===== src/rtl/lsu_ctrl.sv =====
// Load/store unit: turns one execute-stage memory request into a single word-wide
// bus transaction and returns a one-cycle, extended, error-flagged response.
module lsu_ctrl #(
    parameter int unsigned              ISA_WIDTH = 32,
    parameter logic [ISA_WIDTH-1:0]     BASE_ADDR = 32'h80000000,
    parameter logic [ISA_WIDTH-1:0]     MEM_SIZE  = 32'h08000000
) (
    input  logic                 clk,
    input  logic                 rst,
    input  logic                 req_valid,
    output logic                 req_ready,
    input  logic [ISA_WIDTH-1:0] req_addr,
    input  logic [ISA_WIDTH-1:0] req_wdata,
    input  logic                 req_r_en,
    input  logic                 req_w_en,
    input  logic [2:0]           req_size,
    output logic                 bus_valid,
    input  logic                 bus_ready,
    output logic [ISA_WIDTH-1:0] bus_addr,
    output logic                 bus_we,
    output logic [3:0]           bus_wstrb,
    output logic [ISA_WIDTH-1:0] bus_wdata,
    input  logic                 bus_rvalid,
    input  logic [ISA_WIDTH-1:0] bus_rdata,
    input  logic                 bus_err,
    output logic                 resp_valid,
    output logic [ISA_WIDTH-1:0] resp_rdata,
    output logic                 resp_err
);

    typedef enum logic [1:0] {IDLE, REQ, WAIT, RESP} state_e;

    state_e                 state_q;
    logic                   req_ready_q, bus_valid_q, bus_we_q;
    logic [ISA_WIDTH-1:0]   bus_addr_q, bus_wdata_q;
    logic [3:0]             bus_wstrb_q;
    logic                   resp_valid_q, resp_err_q;
    logic [ISA_WIDTH-1:0]   resp_rdata_q;
    logic [1:0]             lane_q;
    logic [2:0]             size_q;
    logic                   load_q;

    logic                   accept, noop, bad, misal, in_range;
    logic [ISA_WIDTH-1:0]   offs, wdata_d, ld_data;
    logic [3:0]             strb_d;
    logic [7:0]             byte_sel;
    logic [15:0]            half_sel;

    always_comb begin
        accept   = req_valid & req_ready_q;
        noop     = !req_r_en && !req_w_en;
        // Subtraction wraps below BASE_ADDR, so a single unsigned compare covers both ends.
        offs     = req_addr - BASE_ADDR;
        in_range = offs < MEM_SIZE;
        misal    = (req_size[1:0] == 2'd1 && req_addr[0]) ||
                   (req_size[1:0] == 2'd2 && req_addr[1:0] != 2'b00);
        bad      = !noop && ((req_r_en && req_w_en) || req_size[1:0] == 2'd3 || misal || !in_range);
        strb_d   = 4'b0000;
        wdata_d  = req_wdata;
        case (req_size[1:0])
            2'd0: begin
                strb_d  = 4'b0001 << req_addr[1:0];
                wdata_d = {4{req_wdata[7:0]}};
            end
            2'd1: begin
                strb_d  = 4'b0011 << req_addr[1:0];
                wdata_d = {2{req_wdata[15:0]}};
            end
            default: strb_d = 4'b1111;
        endcase
        if (!req_w_en) strb_d = 4'b0000;
    end

    always_comb begin
        byte_sel = bus_rdata[{lane_q, 3'b000} +: 8];
        half_sel = bus_rdata[{lane_q[1], 4'b0000} +: 16];
        case (size_q[1:0])
            2'd0:    ld_data = size_q[2] ? {{(ISA_WIDTH-8){1'b0}}, byte_sel}
                                         : {{(ISA_WIDTH-8){byte_sel[7]}}, byte_sel};
            2'd1:    ld_data = size_q[2] ? {{(ISA_WIDTH-16){1'b0}}, half_sel}
                                         : {{(ISA_WIDTH-16){half_sel[15]}}, half_sel};
            default: ld_data = bus_rdata;
        endcase
    end

    always_ff @(posedge clk or negedge rst) begin
        if (!rst) begin
            state_q      <= IDLE;
            req_ready_q  <= 1'b1;
            bus_valid_q  <= 1'b0;
            bus_addr_q   <= BASE_ADDR;
            bus_we_q     <= 1'b0;
            bus_wstrb_q  <= 4'b0000;
            bus_wdata_q  <= '0;
            resp_valid_q <= 1'b0;
            resp_rdata_q <= '0;
            resp_err_q   <= 1'b0;
            lane_q       <= 2'b00;
            size_q       <= 3'b000;
            load_q       <= 1'b0;
        end else begin
            case (state_q)
                IDLE: if (accept) begin
                    req_ready_q <= 1'b0;
                    if (noop || bad) begin
                        state_q      <= RESP;
                        resp_valid_q <= 1'b1;
                        resp_err_q   <= bad;
                        resp_rdata_q <= '0;
                    end else begin
                        state_q     <= REQ;
                        bus_valid_q <= 1'b1;
                        bus_addr_q  <= {req_addr[ISA_WIDTH-1:2], 2'b00};
                        bus_we_q    <= req_w_en;
                        bus_wstrb_q <= strb_d;
                        bus_wdata_q <= req_w_en ? wdata_d : '0;
                        lane_q      <= req_addr[1:0];
                        size_q      <= req_size;
                        load_q      <= req_r_en;
                    end
                end
                REQ: if (bus_ready) begin
                    state_q     <= WAIT;
                    bus_valid_q <= 1'b0;
                    bus_addr_q  <= BASE_ADDR;
                    bus_we_q    <= 1'b0;
                    bus_wstrb_q <= 4'b0000;
                    bus_wdata_q <= '0;
                end
                WAIT: if (bus_rvalid) begin
                    state_q      <= RESP;
                    resp_valid_q <= 1'b1;
                    resp_err_q   <= bus_err;
                    resp_rdata_q <= (bus_err || !load_q) ? '0 : ld_data;
                end
                default: begin
                    state_q      <= IDLE;
                    req_ready_q  <= 1'b1;
                    resp_valid_q <= 1'b0;
                    resp_rdata_q <= '0;
                    resp_err_q   <= 1'b0;
                end
            endcase
        end
    end

    assign req_ready  = req_ready_q;
    assign bus_valid  = bus_valid_q;
    assign bus_addr   = bus_addr_q;
    assign bus_we     = bus_we_q;
    assign bus_wstrb  = bus_wstrb_q;
    assign bus_wdata  = bus_wdata_q;
    assign resp_valid = resp_valid_q;
    assign resp_rdata = resp_rdata_q;
    assign resp_err   = resp_err_q;

endmodule


===== config.mk =====
export PLATFORM = sky130hd
export DESIGN_NAME = lsu_ctrl
export DESIGN_NICKNAME = d
export VERILOG_FILES = /design/src/rtl/lsu_ctrl.sv
export SDC_FILE = /design/constraint.sdc
export NUM_CORES = 1
export LEC_CHECK = 0
export CAP_MARGIN = 20
export CORE_ASPECT_RATIO = 0.7
export CORE_MARGIN = 3
export CORE_UTILIZATION = 48
export CTS_CLUSTER_SIZE = 20
export DETAILED_ROUTE_END_ITERATION = 8
export GPL_ROUTABILITY_DRIVEN = 1
export PLACE_DENSITY = 0.86
export REMOVE_ABC_BUFFERS = 1
export SYNTH_ARGS = -nofsm -noshare
export SYNTH_HDL_FRONTEND = slang
export SYNTH_SLANG_ARGS = --single-unit

===== constraint.sdc =====
create_clock -name clk -period 4.7 [get_ports clk]
set_input_delay 0.47 -clock clk [delete_from_list [all_inputs] [get_ports clk]]
set_output_delay 0.47 -clock clk [all_outputs]
set_load 0.01 [all_outputs]

Word level (Yosys, flattened, before mapping)
Index checks and enable logic that the tools add are counted.
{ "classes": {"shifts": 4, "bitwise": 4, "reduce_logical": 27, "order_cmp": 1, "muxes": 46, "n_addsub": 1, "n_eq_ne": 11} }
{ "op_table": {"columns": ["operator", "count"], "rows": [
  ["32-bit 2-to-1 mux", 13],
  ["32-bit case mux with 2 select lines", 4],
  ["32-bit case mux with 3 select lines", 1],
  ["32-bit by 28-bit less-than comparator with 1-bit output (second input constant)", 1],
  ["32-bit by 6-bit indexed part select with 16-bit output", 1],
  ["32-bit by 6-bit indexed part select with 8-bit output", 1],
  ["32-bit subtractor (second input constant)", 1],
  ["4-bit 2-to-1 mux", 4],
  ["4-bit case mux with 2 select lines", 2],
  ["1-bit 2-to-1 mux", 12],
  ["2-bit inequality test (second input constant)", 5],
  ["2-bit 2-to-1 mux", 4],
  ["4-bit AND reduction", 2],
  ["2-bit by 1-bit equality test with 1-bit output (second input constant)", 3],
  ["2-bit equality test (second input constant)", 3],
  ["2-bit logical NOT", 3],
  ["1-bit logical OR", 6],
  ["1-bit case mux with 2 select lines", 3],
  ["1-bit case mux with 3 select lines", 2],
  ["2-bit case mux with 3 select lines", 1],
  ["3-bit AND reduction", 2],
  ["1-bit logical AND", 5],
  ["1-bit logical NOT", 5],
  ["2-bit nonzero test", 2],
  ["6 further kinds", 8]
]} }
{ "word_totals": {"regBits": 113, "in_bits": 107, "out_inout_bits": 105, "wordCells": 107} }

Logic depth before layout (Yosys ltp)
{ "logic_depth": {"ltp_word": 10, "ltp_mapped": 10, "depth_no_buf": 7} }

Worst setup path after synthesis
No wires, ideal clock.
{ "synth_path": {"path_type": "register to register", "start": "register state_q[1]", "end": "register bus_wdata_q[28], in the netlist bus_wdata[28]", "setup_ns": 0.131, "path_slack_ns": 2.731, "stages_incl_launch_ff": 11, "t_required_ns": 4.569, "synth_period_minus_slack_ns": 1.969, "n_path_buf": 3, "t_arrival_ns": 1.838, "cell_sequence": "dfrtp_1 > inv_1 > ha_1 > mux2i_1 > or3_1 > o22a_1 > buf_6 > buf_6 > buf_6 > nand2_1 > o31ai_1"} }
{ "synth_via": {"elab_chain_len": 3, "elab_cells_between_ends": 8, "classes_between": "eq/ne: 4; mux: 1; reduce/logical: 3"} }
{ "synth_rtl": {"columns": ["item", "line_no", "source"], "rows": [
  ["from (decl)", "33", "state_e state_q;"],
  ["from (signal assigned)", "88", "state_q <= IDLE;"],
  ["from (signal assigned)", "106", "state_q <= RESP;"],
  ["from (signal assigned)", "111", "state_q <= REQ;"],
  ["2-bit by 1-bit equality test with 1-bit output or 2-bit logical NOT (tied branches)", "102", "case (state_q)"],
  ["2-bit inequality test (no line) or 2-bit nonzero test (tied branches)", null, null],
  ["4-bit AND reduction (no line)", null, null],
  ["to (signal assigned)", "116", "bus_wdata_q <= req_w_en ? wdata_d : '0;"],
  ["to (decl)", "35", "logic [ISA_WIDTH-1:0] bus_addr_q, bus_wdata_q;"]
]} }
Several ways; a longest one is shown, not always the timed one.
A chain may end at the register's enable or synchronous reset.

Worst setup path after layout
{ "layout_path": {"start": "register state_q[1]", "end": "register bus_wdata_q[30], in the netlist bus_wdata[30]"} }
The elaborated chain is that of the path after synthesis.

==> results.py <==
metrics = {
    "critical_path": {
        "startpoint_type": "flop",
        "worstPathArrival_ns": 3.32,
        "criticalPathCategory": "flop to flop",
        "crit_required_ns": 4.94,
        "r2r_cells": 7,
        "crit_path_end_kind": "flop",
        "cp_max_fo": 65,
    },
    "flow_run": {
        "cap_violations": 0,
    },
    "clock_network": {
        "cts_root_buf": "clkbuf_16",
        "ctsLongestPathBuffers": 2,
        "post_cts_buffers": 0,
        "h-tree-depth": 3,
        "clock-sinks": 111,
        "cts_tree": "built",
        "ctsResizeCount": 0,
        "clk_latency_ns": 0.34,
        "cts_inserted_buffers": 9,
        "cts_hold_buffers": 0,
        "clkSlewWorstSetupHoldPaths_ns": 0.07,
    },
    "global_route": {
        "grtUsageTotal_pct": 25.8,
        "grt_pass1_wl_um": 26400,
        "overflow": 0,
        "grt_max_degree": 130,
        "grt_pass1_vias": 4984,
        "antenna_found_initial": 0,
    },
    "detailed_routing": {
        "drt-vias-per-instance": 5.53,
        "drt_iter0_drc": 327,
        "routedWlPerCell_um": 17.6,
        "dr.pass1.iters": 5,
        "drc": 0,
        "wl_um": 16300,
        "vias": 5138,
        "final_antenna_net_count": 0,
    },
    "pwr": {
        "power_frac_comb_pct": 44.9,
        "switching_share_pct": 37.4,
        "switchingPower_w": 0.00143,
        "p_clk_share_pct": 19.4,
        "pwr_density_cell_nw_per_um2": 482,
        "peakVddDrop_mv": 0.264,
        "internal_power_w": 0.00240,
        "leakagePower_nw": 3.30,
        "seqPwrFrac_pct": 35.7,
        "power.total_w": 0.00383,
    },
    "worst_hold_path": {
        "hold_path_class": "input pin to async pin",
    },
    "timing": {
        "min_period_ns": 3.08,
        "final_max_slew_viol_count": 0,
        "period_share_pct": 65.5,
        "hold_viol_final": 0,
        "fin_setup_tns_ns": 0,
        "slew_headroom_pct": 29.2,
        "worst_pin_slew_ns": 1.06,
        "final-setup-viol-count": 0,
        "finClkSkew_ns": 0.00597,
        "fmax_ghz": 0.325,
        "rsz0062_at_grt": "false",
    },
    "logic_synthesis": {
        "yosysWarnings": 0,
        "syn_inst": 592,
        "synth_seq_cells": 111,
        "synthArstFlopShare_pct": 100,
        "yosysTopAreaCellShare_pct": 49.3,
        "synth_area_um2": 5530,
        "synth_flop_cell": "dfrtp_1",
        "synth_area_leaders": "dfrtp_1, nand2_1, o21ai_0",
        "synth_edf_count": 0,
        "synth_top_area_cell": "dfrtp_1",
        "avgSynthCellArea_um2": 9.35,
        "yosysSeqAreaShare_pct": 50.2,
        "yosysUniqueCellTypes": 41,
    },
    "placed_design": {
        "gp_congestion": 0.968,
        "io_buffers": 209,
        "dp_cells": 912,
        "hpwl_um": 12100,
    },
    "floorplan": {
        "pin_count": 212,
        "die_x_um": 134,
        "start_util_pct": 49.7,
        "fp.dieArea_um2": 12900,
        "core-area_um2": 11100,
        "rows": 32,
        "die_h_um": 95.8,
    },
    "finish": {
        "fill_cells": 840,
        "final_cell_mix": "clkdlybuf4s50_1, nand2_1, dfrtp_1",
        "final_util_pct": 71.4,
        "finalNetCount": 882,
        "area_growth_pct": 43.7,
        "final_cells": 929,
        "n_antenna_cell": 0,
        "final_common_cell": "clkdlybuf4s50_1",
        "seq_area_um2": 2780,
        "drive_gt1_share_pct": 6.70,
        "multi_input_area_um2": 2510,
    },
    "run_status": {
        "status": "completed",
    },
}
[layout make-up]
type	instances	share of cell area (%)
flip-flops and latches	111	35.0
multi-input cells	426	31.5
repair buffers	215	27.0
clock buffers	11	3.18
well taps	153	2.41
clock inverters	5	0.504
inverters	8	0.378
[synth_stat cells, drive strengths merged, types with 2 or more instances]
cell type and n:
a211oi 2, a21oi 31, a221o 7, and2 4, buf 20, clkbuf 28, dfrtp 109, dfstp 2
ha 4, inv 8, mux2 13, mux2i 10, nand2 131, nand2b 30, nand3 2, nor2 7
nor2b 21, nor3 4, nor3b 7, o21ai 81, o22ai 8, o31ai 50
[worst paths after layout]
path                             endpoint    startpoint  slack [ns]
max in group asynchronous  resp_rdata[30]           rst        3.36
min in group clk             bus_addr[18]  bus_addr[18]        0.48
max                         bus_wdata[30]    state_q[1]        1.62
max reg2reg                 bus_wdata[30]    state_q[1]        1.62
min reg2reg                  bus_addr[18]  bus_addr[18]        0.48
min                         resp_rdata[0]           rst        0.14
[through the flow]
stage | setup slack, ns | instance area [um^2] | hold WS, ns
after floorplan | 0.815 | 5300 | 0.174
after global placement | 1.63 | 7640 | 0.461
after detailed placement | 1.45 | 7640 | 0.467
after CTS | 1.44 | 7930 | 0.172
after global routing | 1.33 | 7950 | 0.194
final | 1.62 | 7950 | 0.144
[state kept, by name (all words and copies together) (netlist names)]
register	cells
lane_q	2
bus_wstrb	4
bus_addr	30
size_q	3
bus_valid	1
state_q	2
bus_wdata	32
bus_we	1
resp_err	1
load_q	1
resp_rdata	32
req_ready	1
resp_valid	1
[power by group through the flow]
stage               combinational (W)  clock [W]  sequential (W)
CTS                           0.00170   0.000762         0.00137
floorplan                    0.000761          0         0.00147
detailed placement            0.00170          0         0.00138
finish                        0.00172   0.000743         0.00137
global placement              0.00164          0         0.00137
global route                  0.00190   0.000799         0.00140
[cell families after synthesis]
logic type,Yosys count,share of synthesized area (%)
XOR/XNOR,1,0.158
AO/OA/AOI/OAI,186,21.3
adder cells (fa/ha/maj),4,0.905
multiplexers,24,4.86
AND/OR/NAND/NOR,209,17.6
other,1,0.0678
flip-flops,111,50.2
buffers and inverters,56,4.86
[routing by layer]
layer  wire length, um  vias up  GRT usage [%]
li1                  -     2416              -
met1              7140     2464           36.4
met2              7540      234           41.1
met3              1370       24           6.43
met4               270        0           5.59
met5                 0        -              0
[worst max-delay path, cell delays in order, from the launching register on]
cell,delay [ns]
dfrtp_1,0.42
inv_1,0.10
ha_1,0.78
mux2i_1,0.23
or3_1,0.43
o22a_4,0.41
buf_12,0.28
o31ai_1,0.29
Note: power is estimated with default switching activity, not from simulation.
